[src/rtl/arith_pipe_unit.sv]
// ---------------------------------------------------------------------------
// arith_pipe_unit
//   Single-issue arithmetic unit with valid/ready handshakes on both sides.
//   Add and subtract complete in one ALU cycle; unsigned multiply runs as an
//   iterative shift-add over WIDTH cycles (one multiplier bit per cycle,
//   LSB first). Only one operation is in flight at a time.
//
// Ports
//   clk        sole clock, all state changes on the rising edge
//   rst        synchronous active-high reset
//   in_valid   operand request valid
//   in_ready   high only while IDLE; request accepted on in_valid && in_ready
//   op         00 add, 01 subtract, 10 unsigned multiply, 11 illegal
//   a, b       unsigned operands (WIDTH bits)
//   out_valid  result valid (DONE state)
//   out_ready  consumer accepts result
//   result     registered 2*WIDTH-bit result, held until overwritten
//   err        result belongs to an illegal op, qualified by out_valid
//   busy       high in any state other than IDLE
// ---------------------------------------------------------------------------
module arith_pipe_unit #(
   parameter int WIDTH = 32
) (
   input  logic                 clk,
   input  logic                 rst,
   input  logic                 in_valid,
   output logic                 in_ready,
   input  logic [1:0]           op,
   input  logic [WIDTH-1:0]     a,
   input  logic [WIDTH-1:0]     b,
   output logic                 out_valid,
   input  logic                 out_ready,
   output logic [2*WIDTH-1:0]   result,
   output logic                 err,
   output logic                 busy
);

   localparam int CW = $clog2(WIDTH + 1);

   typedef enum logic [1:0] {
      S_IDLE = 2'd0,
      S_ALU  = 2'd1,
      S_MUL  = 2'd2,
      S_DONE = 2'd3
   } state_t;

   state_t               r_state;
   state_t               w_state_next;

   logic [1:0]           r_op;
   logic [WIDTH-1:0]     r_a;
   logic [WIDTH-1:0]     r_b;        // also serves as the shifting multiplier
   logic [2*WIDTH-1:0]   r_mcand;    // multiplicand, shifted left each MUL cycle
   logic [2*WIDTH-1:0]   r_acc;      // partial product, never exposed on result
   logic [CW-1:0]        r_cnt;
   logic [2*WIDTH-1:0]   r_result;
   logic                 r_err;

   logic [2*WIDTH-1:0]   w_a_ext;
   logic [2*WIDTH-1:0]   w_b_ext;
   logic [2*WIDTH-1:0]   w_sum;
   logic [2*WIDTH-1:0]   w_diff;
   logic [2*WIDTH-1:0]   w_partial;
   logic [2*WIDTH-1:0]   w_acc_sum;
   logic                 w_mul_last;

   // Zero-extend before add/subtract: the sum keeps its carry, and the
   // difference wraps into a full-width two's-complement value when a < b.
   assign w_a_ext    = {{WIDTH{1'b0}}, r_a};
   assign w_b_ext    = {{WIDTH{1'b0}}, r_b};
   assign w_sum      = w_a_ext + w_b_ext;
   assign w_diff     = w_a_ext - w_b_ext;

   assign w_partial  = r_b[0] ? r_mcand : '0;
   assign w_acc_sum  = r_acc + w_partial;
   assign w_mul_last = (r_cnt == CW'(WIDTH - 1));

   // ---------------- state register ----------------
   always_ff @(posedge clk) begin
      if (rst) begin
         r_state <= S_IDLE;
      end else begin
         r_state <= w_state_next;
      end
   end

   // ---------------- next-state logic ----------------
   always_comb begin
      w_state_next = r_state;
      case (r_state)
         S_IDLE: begin
            if (in_valid) begin
               w_state_next = (op == 2'b10) ? S_MUL : S_ALU;
            end
         end
         S_ALU:  w_state_next = S_DONE;
         S_MUL: begin
            if (w_mul_last) begin
               w_state_next = S_DONE;
            end
         end
         S_DONE: begin
            // Return to IDLE only; a new request can be taken next cycle.
            if (out_ready) begin
               w_state_next = S_IDLE;
            end
         end
         default: w_state_next = S_IDLE;
      endcase
   end

   // ---------------- state-decoded outputs ----------------
   always_comb begin
      in_ready  = (r_state == S_IDLE);
      out_valid = (r_state == S_DONE);
      busy      = (r_state != S_IDLE);
   end

   // ---------------- datapath ----------------
   always_ff @(posedge clk) begin
      if (rst) begin
         r_op     <= '0;
         r_a      <= '0;
         r_b      <= '0;
         r_mcand  <= '0;
         r_acc    <= '0;
         r_cnt    <= '0;
         r_result <= '0;
         r_err    <= 1'b0;
      end else begin
         case (r_state)
            S_IDLE: begin
               if (in_valid) begin
                  r_op    <= op;
                  r_a     <= a;
                  r_b     <= b;
                  r_mcand <= {{WIDTH{1'b0}}, a};
                  r_acc   <= '0;
                  r_cnt   <= '0;
               end
            end
            S_ALU: begin
               case (r_op)
                  2'b00: begin
                     r_result <= w_sum;
                     r_err    <= 1'b0;
                  end
                  2'b01: begin
                     r_result <= w_diff;
                     r_err    <= 1'b0;
                  end
                  2'b11: begin
                     r_result <= '0;
                     r_err    <= 1'b1;
                  end
                  default: begin
                     r_result <= '0;
                     r_err    <= 1'b0;
                  end
               endcase
            end
            S_MUL: begin
               r_acc   <= w_acc_sum;
               r_mcand <= r_mcand << 1;
               r_b     <= r_b >> 1;
               r_cnt   <= r_cnt + CW'(1);
               // Publish the product only once the final bit has been added.
               if (w_mul_last) begin
                  r_result <= w_acc_sum;
                  r_err    <= 1'b0;
               end
            end
            default: begin
            end
         endcase
      end
   end

   assign result = r_result;
   assign err    = r_err;

endmodule

[config.mk]
export PLATFORM = sky130hd
export DESIGN_NAME = arith_pipe_unit
export DESIGN_NICKNAME = d
export VERILOG_FILES = /design/src/rtl/arith_pipe_unit.sv
export SDC_FILE = /design/constraint.sdc
export NUM_CORES = 1
export LEC_CHECK = 0
export CAP_MARGIN = 40
export CORE_MARGIN = 10
export CORE_UTILIZATION = 60
export DETAILED_ROUTE_END_ITERATION = 7
export PLACE_DENSITY = 0.9
export SYNTH_ARGS = -nofsm -noshare
export SYNTH_HDL_FRONTEND = slang
export SYNTH_SLANG_ARGS = --single-unit
[constraint.sdc]
create_clock -name clk -period 6 [get_ports clk]
set_input_delay 1.2 -clock clk [delete_from_list [all_inputs] [get_ports clk]]
set_output_delay 1.2 -clock clk [all_outputs]
set_load 0.03 [all_outputs]
==> results of run 1 <==
layer usage:
layer / vias up / track usage / share of wire
met1: 8755 / 0.420 / 0.44
met2: 935 / 0.451 / 0.43
li1: 8603 / - / -
met5: - / 0 / 0
met3: 127 / 0.0501 / 0.096
met4: 0 / 0.0892 / 0.030
power breakdown:
group          leakage (nW)  internal, mW  total, mW  switching, mW
Sequential             2.18          2.17       2.54          0.367
Clock                 0.520          1.15       1.95          0.801
Combinational          5.44          1.56       4.55           3.00
Total                  8.14          4.89       9.05           4.16
cells by family after synthesis:
| family | synth area share |
|---|---|
| AND/OR/NAND/NOR | 0.209 |
| AO/OA/AOI/OAI | 0.267 |
| flip-flops | 0.292 |
| buffers and inverters | 0.0597 |
| adder cells (fa/ha/maj) | 0.0936 |
| XOR/XNOR | 0.0378 |
| multiplexers | 0.0406 |
cell usage after synthesis, drive strengths merged (20+ instances only):
library cell,count
nor3,47
inv,94
ha,132
o31ai,20
nor2,295
a211oi,117
buf,47
a21o,42
mux2i,73
a21oi,238
nand2,249
dfxtp,267
a22oi,43
o21bai,27
and2,71
nand3,52
xor2,32
o21ai,106
xnor2,47
clkbuf,118
nand4,31
sequential cells by signal (all words and copies together) (netlist names):
signal	count
r_acc	64
r_op	2
r_state	2
r_mcand	64
r_b	32
r_a	32
r_cnt	6
result	64
err	1
cell type report:
cell class	count	area (um2)	area share
Sequential cell	267	5350	0.258
Inverter	95	357	0.0172
Tap cell	390	488	0.0235
Clock buffer	42	877	0.0423
Multi-Input combinational cell	1870	11900	0.574
Clock inverter	13	170	0.00821
Timing Repair Buffer	158	1590	0.0765
worst max-delay path, delay by kind of cell (launching register included):
family                     cells  cell delay (ps)
DFF                            1              880
AOI/OAI and AO/OA              8             2350
buffers and inverters          1               70
adders and majority gates      2              590
and+or+nand+nor                3              490
worst max path at each step:
stage,from,end,depth (start not counted)
floorplan,r_b[0]$_SDFFE_PP0P_,result[58]$_SDFFE_PP0P_,16
global placement,r_b[0]$_SDFFE_PP0P_,r_acc[48]$_SDFFE_PP0P_,14
detailed placement,r_b[0]$_SDFFE_PP0P_,r_acc[48]$_SDFFE_PP0P_,14
CTS,r_b[0]$_SDFFE_PP0P_,r_acc[48]$_SDFFE_PP0P_,14
global route,r_b[0]$_SDFFE_PP0P_,r_acc[48]$_SDFFE_PP0P_,14
finish,r_b[0]$_SDFFE_PP0P_,r_acc[48]$_SDFFE_PP0P_,14
per-stage QoR:
step | std cells | setup WS [ps] | area, um2
after floorplan | 2398 | 2430 | 18300
after global placement | 2778 | 1800 | 19600
after detailed placement | 2780 | 1670 | 19700
after CTS | 2835 | 1620 | 20700
after global routing | 2835 | 1290 | 20700
final | 2835 | 1510 | 20700
==> run metrics, run 1 <==
Leak around 8.1 nW; FP Rows 63; DRT iter0 DRCs around 2,100; arrival time worst endpoint just under 5000 ps; Synth top area share 0.292; Hold WC Path Type reg -> reg; setup TNS 0 ps; Hold EP r_acc[41]$_SDFFE_PP0P_; FF-to-FF setup slack 1510 ps; Rel. slew slack 0.369; Setup Skew approximately 15 ps; Initial Util 0.612; DR vias around 18,000; post-synthesis sequential area ratio 0.292; vias in the first global route 17,301; most common cell after layout, fill and taps aside nor2_1; Worst Path Required around 6500 ps; Clock Latency Late Sink 590 ps; CTS tree done; critical path's slowest cell dfxtp_1; pin count of the biggest net entering global routing ~140; Synth Flop Type dfxtp_1; Max Cap Viol 0; # Post-CTS Setup Buffers 0; layout filler cell count approximately 2,400; R2R depth 14; Crit Path Max Fanout 28; DR vias/cell roughly 6.5; most frequent cells in the layout nor2_1 (294), dfxtp_1 (267), nand2_1 (249), a21oi_1 (237), clkdlybuf4s50_1 (136); hold buffers post-CTS 0; DRC violations left 0; fin util 0.694; Cells after Synth between 2,000 and 2,500; Seq cells post-synth around 270; f_max between 200 and 250 MHz; CTS sink count between 200 and 300; RSZ-0062 raised after global routing false; measured slew at the worst slew-check pin approximately 950 ps; die height 195 um; pwr dens between 400 and 500 mW/mm2; CTS H-tree lvls 1; Area growth syn-to-layout 13.3%; initial antenna violation count 0; per-cell routed wire length about 21 um; Hold Slack approximately 460 ps; Mapped Area around 0.018 mm2; type of origin of the critical path register; Synth area leader dfxtp_1; hold depth 2; Tcrit/Tclk final 0.749; dpl hpwl around 44,000 um; CTS resizes 0; Synth Net Count ~2,600; Final ANT Viol Nets 0; Hold Crit Start r_acc[41]$_SDFFE_PP0P_; kind of critical path reg -> reg; max-slew violations 0; nets@finish between 2,000 and 3,000; CP endpoint kind register; Total GRT Usage 0.297; worst r2r dst r_acc[48]$_SDFFE_PP0P_; Final Hold Fails 0; mean post-synth cell area about 7.6 um2; Congestion Overflow GR 0; Crit Reg-Reg Startpoint r_b[0]$_SDFFE_PP0P_; core area ~0.030 mm2; Inserted Clock Buffers 31; drt pass-1 iters 5; status completed; die width 195 um; crit path cell chain and2_1 > ha_1 > inv_1 > fa_1 > nor2b_1 > o31a_2 > o31ai_2 > o211ai_2 > a221oi_4 > o31ai_1 > a21oi_1 > o21ai_1 > nor4_1 > a211o_1; # diodes 0; number of synthesized flops with an enable pin 0; clock period minus worst slack 4490 ps; first-pass GRT wire length around 95,000 um; warnings from Yosys 0; max incr delay on CP around 880 ps; Synth cell types 88; VDD IR-drop max 315 uV; RD Place Congestion slightly below 1; layout cell share with drive strength beyond 1 0.0434; setup violators final 0; DIE AREA ~0.038 mm2; IO buf count approximately 140; Pwr Total slightly above 9 mW; wirelength, routed 59,700 um; CTS root buf clkbuf_16; asr flop ratio synth 0; clock slew at reported path FFs 60 ps; Synth area leaders dfxtp_1 (29%), ha_1 (9.0%), a21oi_1 (6.5%); Clock Tree Buf Depth 3; # IOs about 140
No activity file was read; power rests on OpenSTA's default activity.
==> inputs of run 2 (changes only) <==
- clock period: 6 -> 4.3 ns (I/O delays scaled with it)
==> run 2 against run 1 <==
Via count is 0.30% lower. Total power is 38% higher. Clock skew is 9.5 ps higher. Clock power is 31% higher. Global-route usage is 0.65 points higher. Fmax is 16% higher. Count of clock-buffer cells in the layout is 3 higher. Worst hold slack worse by 2.1 ps. Flip-flop and latch count stayed put. Sequential power is 39% higher. Cell count stayed put. Critical path type unchanged.
==> run metrics, run 2 (synthesis results as in run 1) <==
Sw Share 0.464; max-slew violations 0; initial antenna violation count 0; Reg power frac 0.282; first-pass GRT wire length 95,800 um; DRT iter0 DRCs 2,066; CTS tree done; vias in the first global route roughly 17,000; CTS H-tree lvls 1; Pint between 6 and 7 mW; RD Place Congestion 0.942; nets@finish 2,630; wirelength, routed 60,900 um; DR vias/cell 6.48; Rel. slew slack 0.439; hold buffers post-CTS 0; CTS resizes 0; RSZ-0062 raised after global routing false; sw power slightly below 6 mW; core area approximately 0.030 mm2; Congestion Overflow GR 0; CTS root buf clkbuf_16; DR vias between 15,000 and 20,000; Worst Path Required 4790 ps; # diodes 0; Post-Layout Inst Area 0.0207 mm2; setup violators final 0; layout cell share with drive strength beyond 1 0.0425; Clock Latency Late Sink between 500 and 600 ps; Tcrit/Tclk final 0.901; kind of critical path reg -> reg; Clock Tree Buf Depth 3; most frequent cells in the layout nor2_1 (294), dfxtp_1 (267), nand2_1 (249), a21oi_1 (237), clkdlybuf4s50_1 (136); Total GRT Usage 0.304; pwr dens a little over 600 mW/mm2; most common cell after layout, fill and taps aside nor2_1; pin count of the biggest net entering global routing roughly 160; status completed; DP Area slightly below 0.02 mm2; Clock power frac 0.205; dpl hpwl approximately 45,000 um; Final Hold Fails 0; drt pass-1 iters 6; measured slew at the worst slew-check pin around 840 ps; DIE AREA around 0.038 mm2; Initial Util 0.612; # Post-CTS Setup Buffers 0; DRC violations left 0; Inserted Clock Buffers 30; Max Cap Viol 0; clock period minus worst slack just under 4000 ps; Final ANT Viol Nets 0; Crit Path Max Fanout 14; arrival time worst endpoint 4370 ps; IO buf count 137; FP Rows 63; Comb power frac 0.513; type of origin of the critical path register; setup TNS 0 ps; fin util 0.692; # IOs 138; die height 195 um; Placed Cells around 2,800; f_max around 260 MHz; Area growth syn-to-layout 13.1%; Leak between 8 and 9 nW; Hold WC Path Type reg -> reg; die width roughly 200 um; per-cell routed wire length about 21 um; CTS sink count around 270; Setup Skew roughly 25 ps; clock slew at reported path FFs around 60 ps; VDD IR-drop max a little over 900 uV; CP endpoint kind register; final std cells w/o fill roughly 2,800; layout filler cell count 2,489
## run 2: cell count changes in the layout (fill, tap and decap cells not counted), sizes merged
cell    change
buf         +3
clkbuf      +3
clkinv      -3
bufinv      -2
inv         -1
## run 2: stage by stage
step	worst slack [ps]	power [mW]	hold slack, ps
6_report	425	12.5	459
5_1_grt	102	13.1	479
4_1_cts	512	12.4	459
3_5_place_dp	542	9.80	448
3_3_place_gp	616	9.68	444
2_1_floorplan	735	7.68	427
## run 2: power by group through the flow
| stage | Combinational [mW] | Sequential (mW) | Clock, mW |
|---|---|---|---|
| finish | 6.41 | 3.52 | 2.56 |
| CTS | 6.30 | 3.50 | 2.58 |
| global placement | 6.16 | 3.52 | 0 |
| floorplan | 3.77 | 3.91 | 0 |
| detailed placement | 6.25 | 3.55 | 0 |
| global route | 6.88 | 3.57 | 2.66 |
## run 2: metal layers
metal / part of all wire / vias up / global-route usage
met5: 0 / - / 0
met4: 0.024 / 0 / 0.0806
met3: 0.088 / 96 / 0.0475
met2: 0.43 / 869 / 0.459
met1: 0.46 / 8769 / 0.437
li1: - / 8631 / -
## run 2: worst max-delay path: stages (launching register included)
cell      delay (ps)
dfxtp_1          460
buf_4            250
and2_1           170
ha_1             280
nor2b_1          160
o31a_2           320
o31ai_2          310
o211ai_2         200
a221oi_4         380
o31ai_1          260
a211oi_1         490
nor3_1           100
nand3b_1         180
a211oi_1         220
## run 2: worst paths after layout
kind | startpoint | endpoint | slack, ps | depth (start not counted)
hold reg to reg | r_acc[19]$_SDFFE_PP0P_ | r_acc[19]$_SDFFE_PP0P_ | 460 | 2
setup / recovery | r_b[0]$_SDFFE_PP0P_ | result[60]$_SDFFE_PP0P_ | 420 | 13
setup reg to reg | r_b[0]$_SDFFE_PP0P_ | result[60]$_SDFFE_PP0P_ | 420 | 13
hold / removal | r_acc[19]$_SDFFE_PP0P_ | r_acc[19]$_SDFFE_PP0P_ | 460 | 2
## run 2: cell type report
class                      instances  area, um2  share of cell area
multi-input combinational       1870      11900               0.575
sequential                       267       5350               0.258
timing repair buffer             161       1610              0.0780
clock buffer                      45        887              0.0429
tap                              390        488              0.0236
inverter                          95        357              0.0172
clock inverter                     7       88.8             0.00430
